--- src/rtl/riscv_pkg.sv ---
// Shared RV32I decode definitions: opcodes, immediate kinds, ALU op codes,
// operand-A selects and the packed decoded bundle held by the decode stage.
// Optional RV32M decode is enabled with the ID_RV32M_EN macro (see id_decode).
package riscv_pkg;

  // Major opcodes (inst[6:0])
  localparam logic [6:0] OPC_LOAD   = 7'b0000011;
  localparam logic [6:0] OPC_FENCE  = 7'b0001111;
  localparam logic [6:0] OPC_OP_IMM = 7'b0010011;
  localparam logic [6:0] OPC_AUIPC  = 7'b0010111;
  localparam logic [6:0] OPC_STORE  = 7'b0100011;
  localparam logic [6:0] OPC_OP     = 7'b0110011;
  localparam logic [6:0] OPC_LUI    = 7'b0110111;
  localparam logic [6:0] OPC_BRANCH = 7'b1100011;
  localparam logic [6:0] OPC_JALR   = 7'b1100111;
  localparam logic [6:0] OPC_JAL    = 7'b1101111;
  localparam logic [6:0] OPC_SYSTEM = 7'b1110011;

  // Immediate formats
  localparam logic [2:0] IMM_NONE = 3'd0;
  localparam logic [2:0] IMM_I    = 3'd1;
  localparam logic [2:0] IMM_S    = 3'd2;
  localparam logic [2:0] IMM_B    = 3'd3;
  localparam logic [2:0] IMM_U    = 3'd4;
  localparam logic [2:0] IMM_J    = 3'd5;

  // ALU operations
  localparam logic [4:0] ALU_ADD    = 5'd0;
  localparam logic [4:0] ALU_SUB    = 5'd1;
  localparam logic [4:0] ALU_AND    = 5'd2;
  localparam logic [4:0] ALU_OR     = 5'd3;
  localparam logic [4:0] ALU_XOR    = 5'd4;
  localparam logic [4:0] ALU_SLL    = 5'd5;
  localparam logic [4:0] ALU_SRL    = 5'd6;
  localparam logic [4:0] ALU_SRA    = 5'd7;
  localparam logic [4:0] ALU_SLT    = 5'd8;
  localparam logic [4:0] ALU_SLTU   = 5'd9;
  localparam logic [4:0] ALU_MUL    = 5'd10;
  localparam logic [4:0] ALU_MULH   = 5'd11;
  localparam logic [4:0] ALU_MULHSU = 5'd12;
  localparam logic [4:0] ALU_MULHU  = 5'd13;
  localparam logic [4:0] ALU_DIV    = 5'd14;
  localparam logic [4:0] ALU_DIVU   = 5'd15;
  localparam logic [4:0] ALU_REM    = 5'd16;
  localparam logic [4:0] ALU_REMU   = 5'd17;

  // ALU operand A sources
  localparam logic [1:0] SRC_A_RS1  = 2'd0;
  localparam logic [1:0] SRC_A_PC   = 2'd1;
  localparam logic [1:0] SRC_A_ZERO = 2'd2;

  // Decoded bundle; imm is the 32-bit sign-extended immediate, widened to XLEN at the stage output.
  typedef struct packed {
    logic [4:0]  rs1;
    logic [4:0]  rs2;
    logic [4:0]  rd;
    logic [2:0]  funct3;
    logic [31:0] imm;
    logic [4:0]  alu_op;
    logic [1:0]  alu_src_a;
    logic        alu_rs2_imm;
    logic        reg_write;
    logic        mem_read;
    logic        mem_write;
    logic        branch;
    logic        jump;
    logic        illegal;
  } dec_t;

  // Build the sign-extended immediate for the given format.
  function automatic logic [31:0] gen_imm(input logic [31:0] inst, input logic [2:0] kind);
    logic [31:0] r;
    r = 32'd0;
    case (kind)
      IMM_I:   r = {{20{inst[31]}}, inst[31:20]};
      IMM_S:   r = {{20{inst[31]}}, inst[31:25], inst[11:7]};
      IMM_B:   r = {{19{inst[31]}}, inst[31], inst[7], inst[30:25], inst[11:8], 1'b0};
      IMM_U:   r = {inst[31:12], 12'd0};
      IMM_J:   r = {{11{inst[31]}}, inst[31], inst[19:12], inst[20], inst[30:21], 1'b0};
      default: r = 32'd0;
    endcase
    return r;
  endfunction

endpackage

--- src/rtl/id_decode.sv ---
// Combinational RV32I instruction -> decoded bundle, including immediate generation.
// Zero latency; no handshake. R-type carries imm=0.
// Macro ID_RV32M_EN: when defined, OP with funct7=0x01 decodes to the RV32M ops.
module id_decode
  import riscv_pkg::*;
(
  input  logic [31:0] inst,
  output dec_t        dec
);

  logic [6:0] opcode;
  logic [6:0] f7;
  logic [2:0] f3;
  logic [2:0] imm_kind;
  logic       ill;

  assign opcode = inst[6:0];
  assign f7     = inst[31:25];
  assign f3     = inst[14:12];

  // Field extraction, per-opcode control and legality, then illegal/x0 masking.
  always_comb begin
    dec          = '0;
    imm_kind     = IMM_NONE;
    ill          = 1'b0;
    dec.rs1      = inst[19:15];
    dec.rs2      = inst[24:20];
    dec.rd       = inst[11:7];
    dec.funct3   = f3;
    dec.alu_op   = ALU_ADD;
    dec.alu_src_a = SRC_A_RS1;

    case (opcode)
      OPC_OP_IMM: begin
        imm_kind        = IMM_I;
        dec.alu_rs2_imm = 1'b1;
        dec.reg_write   = 1'b1;
        case (f3)
          3'b000: dec.alu_op = ALU_ADD;
          3'b010: dec.alu_op = ALU_SLT;
          3'b011: dec.alu_op = ALU_SLTU;
          3'b100: dec.alu_op = ALU_XOR;
          3'b110: dec.alu_op = ALU_OR;
          3'b111: dec.alu_op = ALU_AND;
          3'b001: begin
            dec.alu_op = ALU_SLL;
            ill        = (f7 != 7'h00);
          end
          default: begin
            if (f7 == 7'h00)      dec.alu_op = ALU_SRL;
            else if (f7 == 7'h20) dec.alu_op = ALU_SRA;
            else                  ill = 1'b1;
          end
        endcase
      end
      OPC_OP: begin
        dec.reg_write = 1'b1;
        if (f7 == 7'h00) begin
          case (f3)
            3'b000:  dec.alu_op = ALU_ADD;
            3'b001:  dec.alu_op = ALU_SLL;
            3'b010:  dec.alu_op = ALU_SLT;
            3'b011:  dec.alu_op = ALU_SLTU;
            3'b100:  dec.alu_op = ALU_XOR;
            3'b101:  dec.alu_op = ALU_SRL;
            3'b110:  dec.alu_op = ALU_OR;
            default: dec.alu_op = ALU_AND;
          endcase
        end else if (f7 == 7'h20) begin
          if (f3 == 3'b000)      dec.alu_op = ALU_SUB;
          else if (f3 == 3'b101) dec.alu_op = ALU_SRA;
          else                   ill = 1'b1;
        end else if (f7 == 7'h01) begin
`ifdef ID_RV32M_EN
          dec.alu_op = ALU_MUL + {2'b00, f3};
`else
          ill = 1'b1;
`endif
        end else begin
          ill = 1'b1;
        end
      end
      OPC_LOAD: begin
        imm_kind        = IMM_I;
        dec.alu_rs2_imm = 1'b1;
        dec.mem_read    = 1'b1;
        dec.reg_write   = 1'b1;
        ill             = (f3 == 3'b011) || (f3 == 3'b110) || (f3 == 3'b111);
      end
      OPC_STORE: begin
        imm_kind        = IMM_S;
        dec.alu_rs2_imm = 1'b1;
        dec.mem_write   = 1'b1;
        ill             = (f3[2] == 1'b1) || (f3 == 3'b011);
      end
      OPC_BRANCH: begin
        imm_kind   = IMM_B;
        dec.branch = 1'b1;
        dec.alu_op = ALU_SUB;
        ill        = (f3 == 3'b010) || (f3 == 3'b011);
      end
      OPC_LUI: begin
        imm_kind        = IMM_U;
        dec.alu_src_a   = SRC_A_ZERO;
        dec.alu_rs2_imm = 1'b1;
        dec.reg_write   = 1'b1;
      end
      OPC_AUIPC: begin
        imm_kind        = IMM_U;
        dec.alu_src_a   = SRC_A_PC;
        dec.alu_rs2_imm = 1'b1;
        dec.reg_write   = 1'b1;
      end
      OPC_JAL: begin
        imm_kind        = IMM_J;
        dec.alu_src_a   = SRC_A_PC;
        dec.alu_rs2_imm = 1'b1;
        dec.jump        = 1'b1;
        dec.reg_write   = 1'b1;
      end
      OPC_JALR: begin
        imm_kind        = IMM_I;
        dec.alu_rs2_imm = 1'b1;
        dec.jump        = 1'b1;
        dec.reg_write   = 1'b1;
        ill             = (f3 != 3'b000);
      end
      OPC_FENCE, OPC_SYSTEM: begin
        imm_kind = IMM_I;
      end
      default: ill = 1'b1;
    endcase

    dec.imm     = gen_imm(inst, imm_kind);
    dec.illegal = ill;
    if (ill) begin
      dec.reg_write = 1'b0;
      dec.mem_read  = 1'b0;
      dec.mem_write = 1'b0;
      dec.branch    = 1'b0;
      dec.jump      = 1'b0;
    end
    if (dec.rd == 5'd0) dec.reg_write = 1'b0;
  end

endmodule

--- src/rtl/id_stage.sv ---
// Registered RV32I decode stage with a two-entry (main + skid) output buffer.
// Latency 1 cycle accept->out_valid; in_ready is a function of state only (low in TWO).
// Flush empties the buffer next cycle. Macro ID_RV32M_EN enables RV32M decode in id_decode.
module id_stage
  import riscv_pkg::*;
#(
  parameter int XLEN = 32,
  parameter int PC_W = 32
) (
  input  logic            clk,
  input  logic            rst,
  input  logic            in_valid,
  output logic            in_ready,
  input  logic [31:0]     in_inst,
  input  logic [PC_W-1:0] in_pc,
  input  logic            flush,
  output logic            out_valid,
  input  logic            out_ready,
  output logic [PC_W-1:0] out_pc,
  output logic [4:0]      rs1_addr,
  output logic [4:0]      rs2_addr,
  output logic [4:0]      rd_addr,
  output logic [2:0]      funct3,
  output logic [XLEN-1:0] imm,
  output logic [4:0]      alu_op,
  output logic [1:0]      alu_src_a,
  output logic            alu_rs2_imm,
  output logic            reg_write,
  output logic            mem_read,
  output logic            mem_write,
  output logic            branch,
  output logic            jump,
  output logic            illegal
);

  localparam logic [1:0] ST_EMPTY = 2'd0;
  localparam logic [1:0] ST_ONE   = 2'd1;
  localparam logic [1:0] ST_TWO   = 2'd2;

  logic [1:0]      state;
  dec_t            dec;
  dec_t            main_q;
  dec_t            skid_q;
  logic [PC_W-1:0] main_pc;
  logic [PC_W-1:0] skid_pc;
  logic            accept;

  id_decode u_decode (
    .inst (in_inst),
    .dec  (dec)
  );

  // Skid occupancy is exactly state TWO, so in_ready comes straight from the state flops.
  assign in_ready  = (state != ST_TWO);
  assign out_valid = (state != ST_EMPTY);
  assign accept    = in_valid && in_ready;

  // Buffer occupancy: flush wins over any handshake.
  always_ff @(posedge clk or posedge rst) begin
    if (rst) begin
      state <= ST_EMPTY;
    end else if (flush) begin
      state <= ST_EMPTY;
    end else begin
      case (state)
        ST_EMPTY: if (accept) state <= ST_ONE;
        ST_ONE: begin
          if (accept && !out_ready)      state <= ST_TWO;
          else if (!accept && out_ready) state <= ST_EMPTY;
        end
        ST_TWO:   if (out_ready) state <= ST_ONE;
        default:  state <= ST_EMPTY;
      endcase
    end
  end

  // Payload movement; main only changes when empty or being consumed, keeping outputs stable under stall.
  always_ff @(posedge clk or posedge rst) begin
    if (rst) begin
      main_q  <= '0;
      skid_q  <= '0;
      main_pc <= '0;
      skid_pc <= '0;
    end else if (!flush) begin
      case (state)
        ST_EMPTY: begin
          if (accept) begin
            main_q  <= dec;
            main_pc <= in_pc;
          end
        end
        ST_ONE: begin
          if (accept && out_ready) begin
            main_q  <= dec;
            main_pc <= in_pc;
          end else if (accept) begin
            skid_q  <= dec;
            skid_pc <= in_pc;
          end
        end
        ST_TWO: begin
          if (out_ready) begin
            main_q  <= skid_q;
            main_pc <= skid_pc;
          end
        end
        default: ;
      endcase
    end
  end

  assign out_pc      = main_pc;
  assign rs1_addr    = main_q.rs1;
  assign rs2_addr    = main_q.rs2;
  assign rd_addr     = main_q.rd;
  assign funct3      = main_q.funct3;
  assign imm         = XLEN'($signed(main_q.imm));
  assign alu_op      = main_q.alu_op;
  assign alu_src_a   = main_q.alu_src_a;
  assign alu_rs2_imm = main_q.alu_rs2_imm;
  assign reg_write   = main_q.reg_write;
  assign mem_read    = main_q.mem_read;
  assign mem_write   = main_q.mem_write;
  assign branch      = main_q.branch;
  assign jump        = main_q.jump;
  assign illegal     = main_q.illegal;

endmodule

--- config.mk ---
export PLATFORM = sky130hd
export DESIGN_NAME = id_stage
export DESIGN_NICKNAME = d
export VERILOG_FILES = /design/src/rtl/riscv_pkg.sv /design/src/rtl/id_decode.sv /design/src/rtl/id_stage.sv
export SDC_FILE = /design/constraint.sdc
export NUM_CORES = 1
export LEC_CHECK = 0
export CAP_MARGIN = 10
export CORE_MARGIN = 5
export CORE_UTILIZATION = 25
export DETAILED_ROUTE_END_ITERATION = 12
export GPL_ROUTABILITY_DRIVEN = 0
export GPL_TIMING_DRIVEN = 0
export HOLD_SLACK_MARGIN = 0.03
export PLACE_DENSITY_LB_ADDON = 0.25
export SYNTH_ARGS = -nofsm -noshare
export SYNTH_HDL_FRONTEND = slang
export SYNTH_SLANG_ARGS = --single-unit
--- constraint.sdc ---
create_clock -name clk -period 13.4 [get_ports clk]
set_clock_uncertainty 0.05 [all_clocks]
set_input_delay 2.68 -clock clk [delete_from_list [all_inputs] [get_ports clk]]
set_output_delay 2.68 -clock clk [all_outputs]
set_load 0.02 [all_outputs]
; ---- After elaboration in Yosys (flattened, before gate mapping)
; Cells that the tools add are included.
[word_totals]
reg_bits = 194
word_cells = 137
inputBits = 69
output_inout_bits = 98
[classes]
mux = 42
n_reduce_logical = 29
bitwise = 2
eq_ne = 33
[ops]
columns = op, count
row1 = $mux W64, 3
row2 = $pmux W64 S3, 1
row3 = $pmux W32 S5, 1
row4 = $mux W32, 3
row5 = $pmux W32 S3, 1
row6 = $pmux W5 S7, 1
row7 = $eq A7 B6 Y1 const B, 4
row8 = $eq A7 B7 Y1 const B, 4
row9 = $pmux W4 S7, 1
row10 = $mux W5, 5
row11 = $eq A3 B3 Y1 const B, 6
row12 = $pmux W3 S5, 1
row13 = $pmux W5 S3, 1
row14 = $eq A7 B5 Y1 const B, 2
row15 = $reduce_or A7 Y1, 2
row16 = $mux W1, 13
row17 = $eq A3 B2 Y1 const B, 4
row18 = $mux W2, 5
row19 = $reduce_or A5 Y1, 2
row20 = $ne A2 B2 Y1 const B, 4
row21 = $eq A7 B2 Y1 const B, 1
row22 = $eq A7 B4 Y1 const B, 1
row23 = $logic_not A7 Y1, 1
row24 = $pmux W1 S7, 1
row25 = other kinds (24), 38

; ---- Longest topological paths before layout
; Gate-level depths: netlist of the first run.
[logic_depth]
depth_word = 10
depth_mapped = 7
ltp_nobuf = 6

; ---- Modules after synthesis
; A second synthesis of the first run with hierarchy kept.
[hier_totals]
hier_cells = 705
area_unflattened_um2 = 9621.7
[by_module_without_submodules]
columns = module, cells_per_inst, area_per_inst_um2, n_inst, seq_area_each_um2
row1 = id_stage, 530, 8495.6, 1, 4854.7
row2 = id_decode, 175, 1126.1, 1, 0.0

; ---- Least setup slack after synthesis of the first run
; OpenSTA, ideal clock, no wires.
[synth_path]
path_type = in2reg
start = in in_inst[25]
end = reg main_q (netlist bit illegal)
setup_time_ps = 124
n_path_buf = 0
slack_ps = 8860
arrival_time_ps = 4367
stages = 5
required_ps = 13226
cell_sequence = or4_4 a2111o_1 a32o_2 a2111o_1 a2bb2oi_1
[synth_between]
elab_chain_cells = 7
word_cells_on_any_way = 12
cone_classes = eq/ne (1) / mux (9) / reduce/logical (2)
[synth_rtl]
columns = item, line_no
row1 = from (decl), id_stage.sv:14  ; input logic [31:0] in_inst,
row2 = $eq A7 B6 Y1, "id_decode.sv:51, id_decode.sv:69"
row3 = $mux W1, id_decode.sv:51  ; else if (f7 == 7'h20) dec.alu_op = ALU_SRA;
row4 = $mux W1, id_decode.sv:50  ; if (f7 == 7'h00) dec.alu_op = ALU_SRL;
row5 = $pmux W1 S2, id_decode.sv:38  ; case (f3)
row6 = $pmux W1 S7 *, id_decode.sv:33  ; case (opcode)
row7 = $mux W64 (on tied branches), "id_stage.sv:93, id_stage.sv:87"
row8 = $pmux W64 S3 *, id_stage.sv:85  ; case (state)
row9 = to (signal assigned), id_stage.sv:103  ; main_q <= skid_q;
row10 = to (decl), id_stage.sv:42  ; dec_t main_q;
; Every way passes the cells marked *; elsewhere a longest branch is shown, timed or not. The select of a mux whose other input is x is not followed.
; A chain may end at the register's enable or synchronous reset.

; ---- Worst setup path after layout of the first run
[layout_path]
start = reg state[1]
end = out in_ready
[layout_between]
elab_chain_cells = 1
[layout_rtl]
columns = item, line_no
row1 = from (decl), id_stage.sv:40  ; logic [1:0] state;
row2 = from (signal assigned), id_stage.sv:61  ; state <= ST_EMPTY;
row3 = from (signal assigned), id_stage.sv:63  ; state <= ST_EMPTY;
row4 = from (signal assigned), id_stage.sv:66  ; ST_EMPTY: if (accept) state <= ST_ONE;
row5 = $ne A2 B2 Y1, id_stage.sv:54  ; assign in_ready = (state != ST_TWO);
row6 = to (decl), id_stage.sv:13  ; output logic in_ready,
; Every way passes these cells.

==> results.ini, run 1 <==
[setup_path]
reg2reg_setup_slack_ns=10.76
worstReg2RegStart=state[1]$_DFFE_PP0P_
cp_cell_sequence=nor2b_1 > clkinv_1 > clkbuf_1 > clkbuf_1 > clkdlybuf4s50_1
ff2ff_path_depth=7
cp_slowest_cell=clkbuf_1
cp-end-kind=output port
setup.worst_path.class=register to output port
cp_common_cell=clkbuf_1
worstSetupStartpointType=register
cp_max_fo=10
worst-path-buf-inv=4
critPathMaxStageDelay_ns=0.73
critPathTopFamily=buffers and inverters
worstPathRequired_ns=10.67
arrival_ns=3.19
rr_endpoint=alu_op[3]$_DFFE_PP0P_

[floorplan]
core_sq_um=35310
initial_core_util_pct=25.12
die_area_sq_um=39350
io_pins=167
rows=69
die_h_um=198.4
die_x_um=198.4

[cts]
clockRootBuffer=clkbuf_16
cts.sink_count=192
cts_made_buffers=17
h-tree-depth=4
clk_latency_ns=0.44
cts_setup_buffers=0
cts_tree=done
cts.repair.resized=0
hold_buffers=0
clk_path_buf_depth=2
clk_pin_slew_ns=0.07

[finish]
final_area_sq_um=11730
post-route-util_pct=33.22
antenna_cells=0
drive_gt1_share_pct=3.626
post_layout_nonfiller_instances=1702
nets=1298
area_delta_synth_final_pct=32.24

[synth]
synth_area_sq_um=8871
avgSynthCellArea_sq_um=8.481
post-synth-top-area-cell=dfrtp_1
yosysSeqAreaShare_pct=54.16
synth_cell_type_count=55
synth_commonest_cells=330 x nand2_1, 192 x dfrtp_1, 104 x nor2_1
yosys-top-cells-area=dfrtp_1 54%, nand2_1 14%, nor2_1 4.4%, a31oi_1 4.3%, clkbuf_1 2.9%
synth_edf_count=0
async_reset_ff_share_pct=100.0
ys_warn_count=0
yosys_register_bits=192
syn_nets=1115
ys.flop_type=dfrtp_1
yosysMostFrequentCell=nand2_1
netlist_instances=1046
synth_top_area_share_pct=54.16

[sta]
finalCriticalPeriod_ns=5.921
tns_ns=0
final_max_slew_viol_count=0
worst_pin_slew_ns=0.9815
clock.fmax_ghz=0.1689
hold_viol_final=0
max_slew_margin_pct=34.56
fin_ws_ns=7.479
rsz0062_at_grt=false
setup_viol=0
fin_crit_sh_pct=44.19

[power_and_ir_drop]
ir_worst_vdd_v=0.00007306
powerDensity_nw_per_um2=138.7
leakage_nw=4.987

[route]
antenna_left=0
route.detailed.drc=0
dr.pass1.iters=6
wl_per_cell_um=19.35
routed_wl_um=32930
dr.first_iter.drc_count=674
num_vias=8220
vias_per_cell=4.830

[global_route]
grt_usage_pct=16.54
grt_max_degree=122
antenna_found_initial=0
grt_pass1_wl_um=49820
grt_pass1_vias=7939
overflow=0

[placed_design]
dpl.hpwl_um=23680
place.port_buffers=163
dp_slack_ns=7.744
placed_area_sq_um=11110
dp_cells=1671

[worst_hold_path]
hold_depth=2
holdPathEnd=skid_pc[8]$_DFFE_PP0P_
hold_path_startpoint=skid_pc[8]$_DFFE_PP0P_
hold_path.class=register to register

[job]
maxCapViolCount=0

[run_status]
status=finished, final reports clean

cell type report:
class                      instances  area [sq um]
fill                            3697         23580
tap                              461         576.8
clock inverter                    13         187.7
clock buffer                      18         429.2
timing repair buffer             164          1659
sequential                       192          4805
multi-input combinational        766          3730
buffer                            82         314.1
inverter                           6         30.03
layer usage:
metal	global-route usage, %	routed length (um)	vias to the layer above
met5	0	0	-
met4	3.596	400	0
met3	3.506	2147	24
met2	26.18	15100	263
met1	23.46	15280	4001
li1	-	-	3932
stage by stage:
| step | power [W] | hold WS, ns |
|---|---|---|
| global placement | 0.001085 | 0.4033 |
| floorplan | 0.0009134 | 0.3891 |
| detailed placement | 0.001091 | 0.4118 |
| finish | 0.001627 | 0.4257 |
| global route | 0.001706 | 0.4373 |
| CTS | 0.001647 | 0.4288 |
logic make-up after synthesis:
logic type,after synthesis,synth area share [%]
AND/OR/NAND/NOR,530,25.01
other,1,0.04227
flip-flops,192,54.16
XOR/XNOR,1,0.09875
AO/OA/AOI/OAI,231,16.52
buffers and inverters,88,3.794
multiplexers,3,0.3808
worst register-to-register path, delay by kind of cell, from the launching register on:
family                 cells  cell delay, ns
buffers and inverters      2            1.25
AND/OR/NAND/NOR            3            0.48
flip-flops                 1            0.43
AO/OA/AOI/OAI              2            0.36
cells in the final DEF (no fill, tap or decap), types with 3 or more instances in the layout:
| master | n |
|---|---|
| o21ai_0 | 47 |
| a211oi_1 | 13 |
| bufinv_16 | 4 |
| nor3_1 | 21 |
| or3_1 | 6 |
| a31oi_1 | 61 |
| inv_1 | 4 |
| dfrtp_1 | 192 |
| a21o_1 | 3 |
| clkdlybuf4s50_1 | 163 |
| and2_1 | 8 |
| clkbuf_16 | 17 |
| o21a_1 | 5 |
| nand3_1 | 23 |
| clkinv_4 | 3 |
| nor2_1 | 104 |
| o41ai_1 | 4 |
| a221o_1 | 4 |
| nor2b_1 | 6 |
| clkinvlp_4 | 3 |
| and3_1 | 6 |
| a311oi_1 | 4 |
| o22a_1 | 3 |
| o211ai_1 | 22 |
| nand2b_1 | 6 |
| a21oi_1 | 49 |
| mux2_2 | 3 |
| buf_1 | 11 |
| clkbuf_1 | 69 |
| nand2_1 | 330 |
sequential cells by signal (all words and copies together), names as in the netlist, 4 cells and up:
| register | flops |
|---|---|
| alu_op | 4 |
| imm | 32 |
| rs1_addr | 5 |
| skid_q | 63 |
| skid_pc | 32 |
| rs2_addr | 5 |
| rd_addr | 5 |
| out_pc | 32 |
worst max path at each step:
stage                               startpoint  slack, ns                    end  cells after the start
after CTS                 state[1]$_DFFE_PP0P_       7.49               in_ready                      5
after global routing      state[1]$_DFFE_PP0P_       7.38               in_ready                      5
after global placement                     rst       2.32    imm[27]$_DFFE_PP0P_                      2
final                     state[1]$_DFFE_PP0P_       7.48               in_ready                      5
after floorplan                            rst       5.44  alu_op[0]$_DFFE_PP0P_                      1
after detailed placement            in_inst[5]       7.74    imm[25]$_DFFE_PP0P_                      8
where the power goes:
group          total, W  switching [W]  leakage (nW)  internal [W]
sequential     0.000725      0.0000500          2.39      0.000675
combinational  0.000350       0.000199          2.31      0.000151
clock          0.000553       0.000240         0.292      0.000312
total           0.00163       0.000489          4.99       0.00114
No activity file was read; power rests on OpenSTA's default activity.
==> run 2, diff against run 1 <==
==> constraint.sdc (replaced) <==
create_clock -name clk -period 5.7 [get_ports clk]
set_clock_uncertainty 0.05 [all_clocks]
set_input_delay 1.14 -clock clk [delete_from_list [all_inputs] [get_ports clk]]
set_output_delay 1.14 -clock clk [all_outputs]
set_load 0.02 [all_outputs]
==> run 2 against run 1 <==
Compared with the run above: hold slack better by 0.0023 ns; total power is 130% higher; clock-buffer cell count is 1 lower; global-route usage is 0.14 points higher; critical endpoint unchanged; largest power group unchanged.
==> results.ini, run 2 (synthesis results as in run 1) <==
[run_status]
status=finished, final reports clean

[global_route]
grt_usage_pct=16.68  ; +0.14 points
grt_pass1_wl_um=50300  ; +0.96%
grt_max_degree=40  ; -67%
antenna_found_initial=2  ; +2
grt_pass1_vias=8002  ; +0.79%
overflow=0  ; unchanged

[cts]
clk_path_buf_depth=2  ; unchanged
cts.sink_count=192  ; unchanged
h-tree-depth=4  ; unchanged
clk_latency_ns=0.43  ; about the same
hold_buffers=0  ; unchanged
cts.repair.resized=0  ; unchanged
cts_tree=done
cts_made_buffers=17  ; unchanged
cts_setup_buffers=0  ; unchanged
clockRootBuffer=clkbuf_16
clk_pin_slew_ns=0.07  ; about the same

[setup_path]
critPathMaxStageDelay_ns=0.72  ; about the same
cp-end-kind=output port
arrival_ns=3.05  ; -0.14 ns
cp_max_fo=10  ; unchanged
cp_common_cell=clkbuf_1
cp_cell_sequence=nor2b_1 > clkinv_1 > clkbuf_1 > clkbuf_1 > clkdlybuf4s50_1
setup.worst_path.class=register to output port
worstSetupStartpointType=register
worstPathRequired_ns=4.51  ; -6.16 ns
cp_slowest_cell=clkdlybuf4s50_1

[power_and_ir_drop]
sw_frac_of_total_pct=31.66  ; +1.6 points
p_sw_w=0.001193  ; +140%
leakage_nw=5.013  ; +0.52%
internal_power_w=0.002574  ; +130%
p_clk_share_pct=32.8  ; -1.2 points
pwr-share-comb_pct=21.9  ; +0.4 points
ir_worst_vdd_v=0.0001487  ; +100%
powerDensity_nw_per_um2=319.6  ; +130%
p_seq_share_pct=45.3  ; +0.8 points

[sta]
setup_viol=0  ; unchanged
max_slew_margin_pct=35.83  ; +1.3 points
clock.fmax_ghz=0.2357
rsz0062_at_grt=false
fin_ws_ns=1.457  ; -6.021 ns
hold_viol_final=0  ; unchanged
worst_pin_slew_ns=0.9626  ; -0.01898 ns
fin_crit_sh_pct=74.43
final_max_slew_viol_count=0  ; unchanged
tns_ns=0  ; unchanged
finalCriticalPeriod_ns=4.243

[finish]
layout_common_cells=330 x nand2_1, 192 x dfrtp_1, 163 x clkdlybuf4s50_1, 104 x nor2_1, 68 x clkbuf_1
drive_gt1_share_pct=4.093  ; +0.47 points
area_delta_synth_final_pct=32.85
layout_commonest_cell=nand2_1
nets=1302  ; +0.31%
largest_register=skid_q
largest_register_ffs=63  ; unchanged

[floorplan]
io_pins=167  ; unchanged
die_h_um=198.4  ; unchanged
core_sq_um=35310  ; unchanged
initial_core_util_pct=25.12  ; unchanged
rows=69  ; unchanged
die_area_sq_um=39350  ; unchanged
die_x_um=198.4  ; unchanged

[job]
maxCapViolCount=0  ; unchanged

[route]
antenna_left=0  ; unchanged
vias_per_cell=4.761  ; -1.4%
dr.first_iter.drc_count=663  ; -1.6%
routed_wl_um=32690  ; -0.72%
route.detailed.drc=0  ; unchanged
wl_per_cell_um=19.14  ; -1.1%
dr.pass1.iters=5  ; -1
num_vias=8131  ; -1.1%

[placed_design]
dpl.hpwl_um=23990  ; +1.3%
dp_slack_ns=1.561  ; -6.183 ns
place.port_buffers=163  ; unchanged

[worst_hold_path]
hold_path.class=register to register

==> run 2: cell types whose count changed in the layout (fill, tap and decap cells not counted) <==
cell,delta
clkinv_4,+2
buf_16,-1
clkinvlp_4,-1
inv_8,+2
clkbuf_1,-1
buf_12,+5
clkinv_2,-2
diode_2,+1
clkinv_8,+2
inv_6,+2
bufinv_16,-3
==> run 2: final cells by class <==
| type | instances | area [sq um] |
|---|---|---|
| fillers | 3717 | 23530 |
| flip-flops and latches | 192 | 4805 |
| multi-input cells | 766 | 3730 |
| repair buffers | 168 | 1732 |
| well taps | 461 | 576.8 |
| clock buffers | 17 | 425.4 |
| plain buffers | 82 | 314.1 |
| clock inverters | 15 | 173.9 |
| inverters | 6 | 26.28 |
| diodes | 1 | 2.502 |
==> run 2: worst paths after layout <==
path	cells past startpoint	end	from	slack, ns
max in group asynchronous	5	skid_q[36]$_DFFE_PP0P_	rst	3.53
setup reg to reg	7	alu_op[0]$_DFFE_PP0P_	state[1]$_DFFE_PP0P_	3.03
hold reg to reg	2	skid_pc[27]$_DFFE_PP0P_	skid_pc[27]$_DFFE_PP0P_	0.43
min in group asynchronous	2	out_pc[8]$_DFFE_PP0P_	rst	0.98
hold / removal	2	skid_pc[27]$_DFFE_PP0P_	skid_pc[27]$_DFFE_PP0P_	0.43
setup / recovery	5	in_ready	state[1]$_DFFE_PP0P_	1.46
==> run 2: stage by stage <==
stage	utilization (%)	instance area, sq um	hold WS [ns]	cells	power [W]
floorplan	-	8875	0.3891	1046	0.002148
global placement	31.39	11080	0.4042	1670	0.002551
detailed placement	31.67	11180	0.4117	1675	0.002571
CTS	33.37	11780	0.4314	1707	0.003821
global route	33.38	11790	0.4506	1708	0.003972
finish	33.38	11790	0.4280	1708	0.003767
==> run 2: critical path, delay by kind of cell (launching register included) <==
family        cells  cell delay (ns)
flops             1             0.43
simple gates      1             0.19
buf+inv           4             2.00
==> run 2: layer usage <==
metal / vias up / wire length [um] / GRT usage, %
li1: 3948 / - / -
met1: 3910 / 15210 / 23.56
met2: 238 / 14980 / 26.21
met3: 33 / 1975 / 3.540
met4: 2 / 517 / 4.259
met5: - / 7 / 0
==> run 2: power by group through the flow <==
| stage | clock network [W] | logic, W | registers, W |
|---|---|---|---|
| 2_1_floorplan | 0 | 0.000309 | 0.00184 |
| 3_3_place_gp | 0 | 0.000823 | 0.00173 |
| 3_5_place_dp | 0 | 0.000837 | 0.00173 |
| 4_1_cts | 0.00127 | 0.000840 | 0.00171 |
| 5_1_grt | 0.00132 | 0.000912 | 0.00174 |
| 6_report | 0.00123 | 0.000826 | 0.00171 |
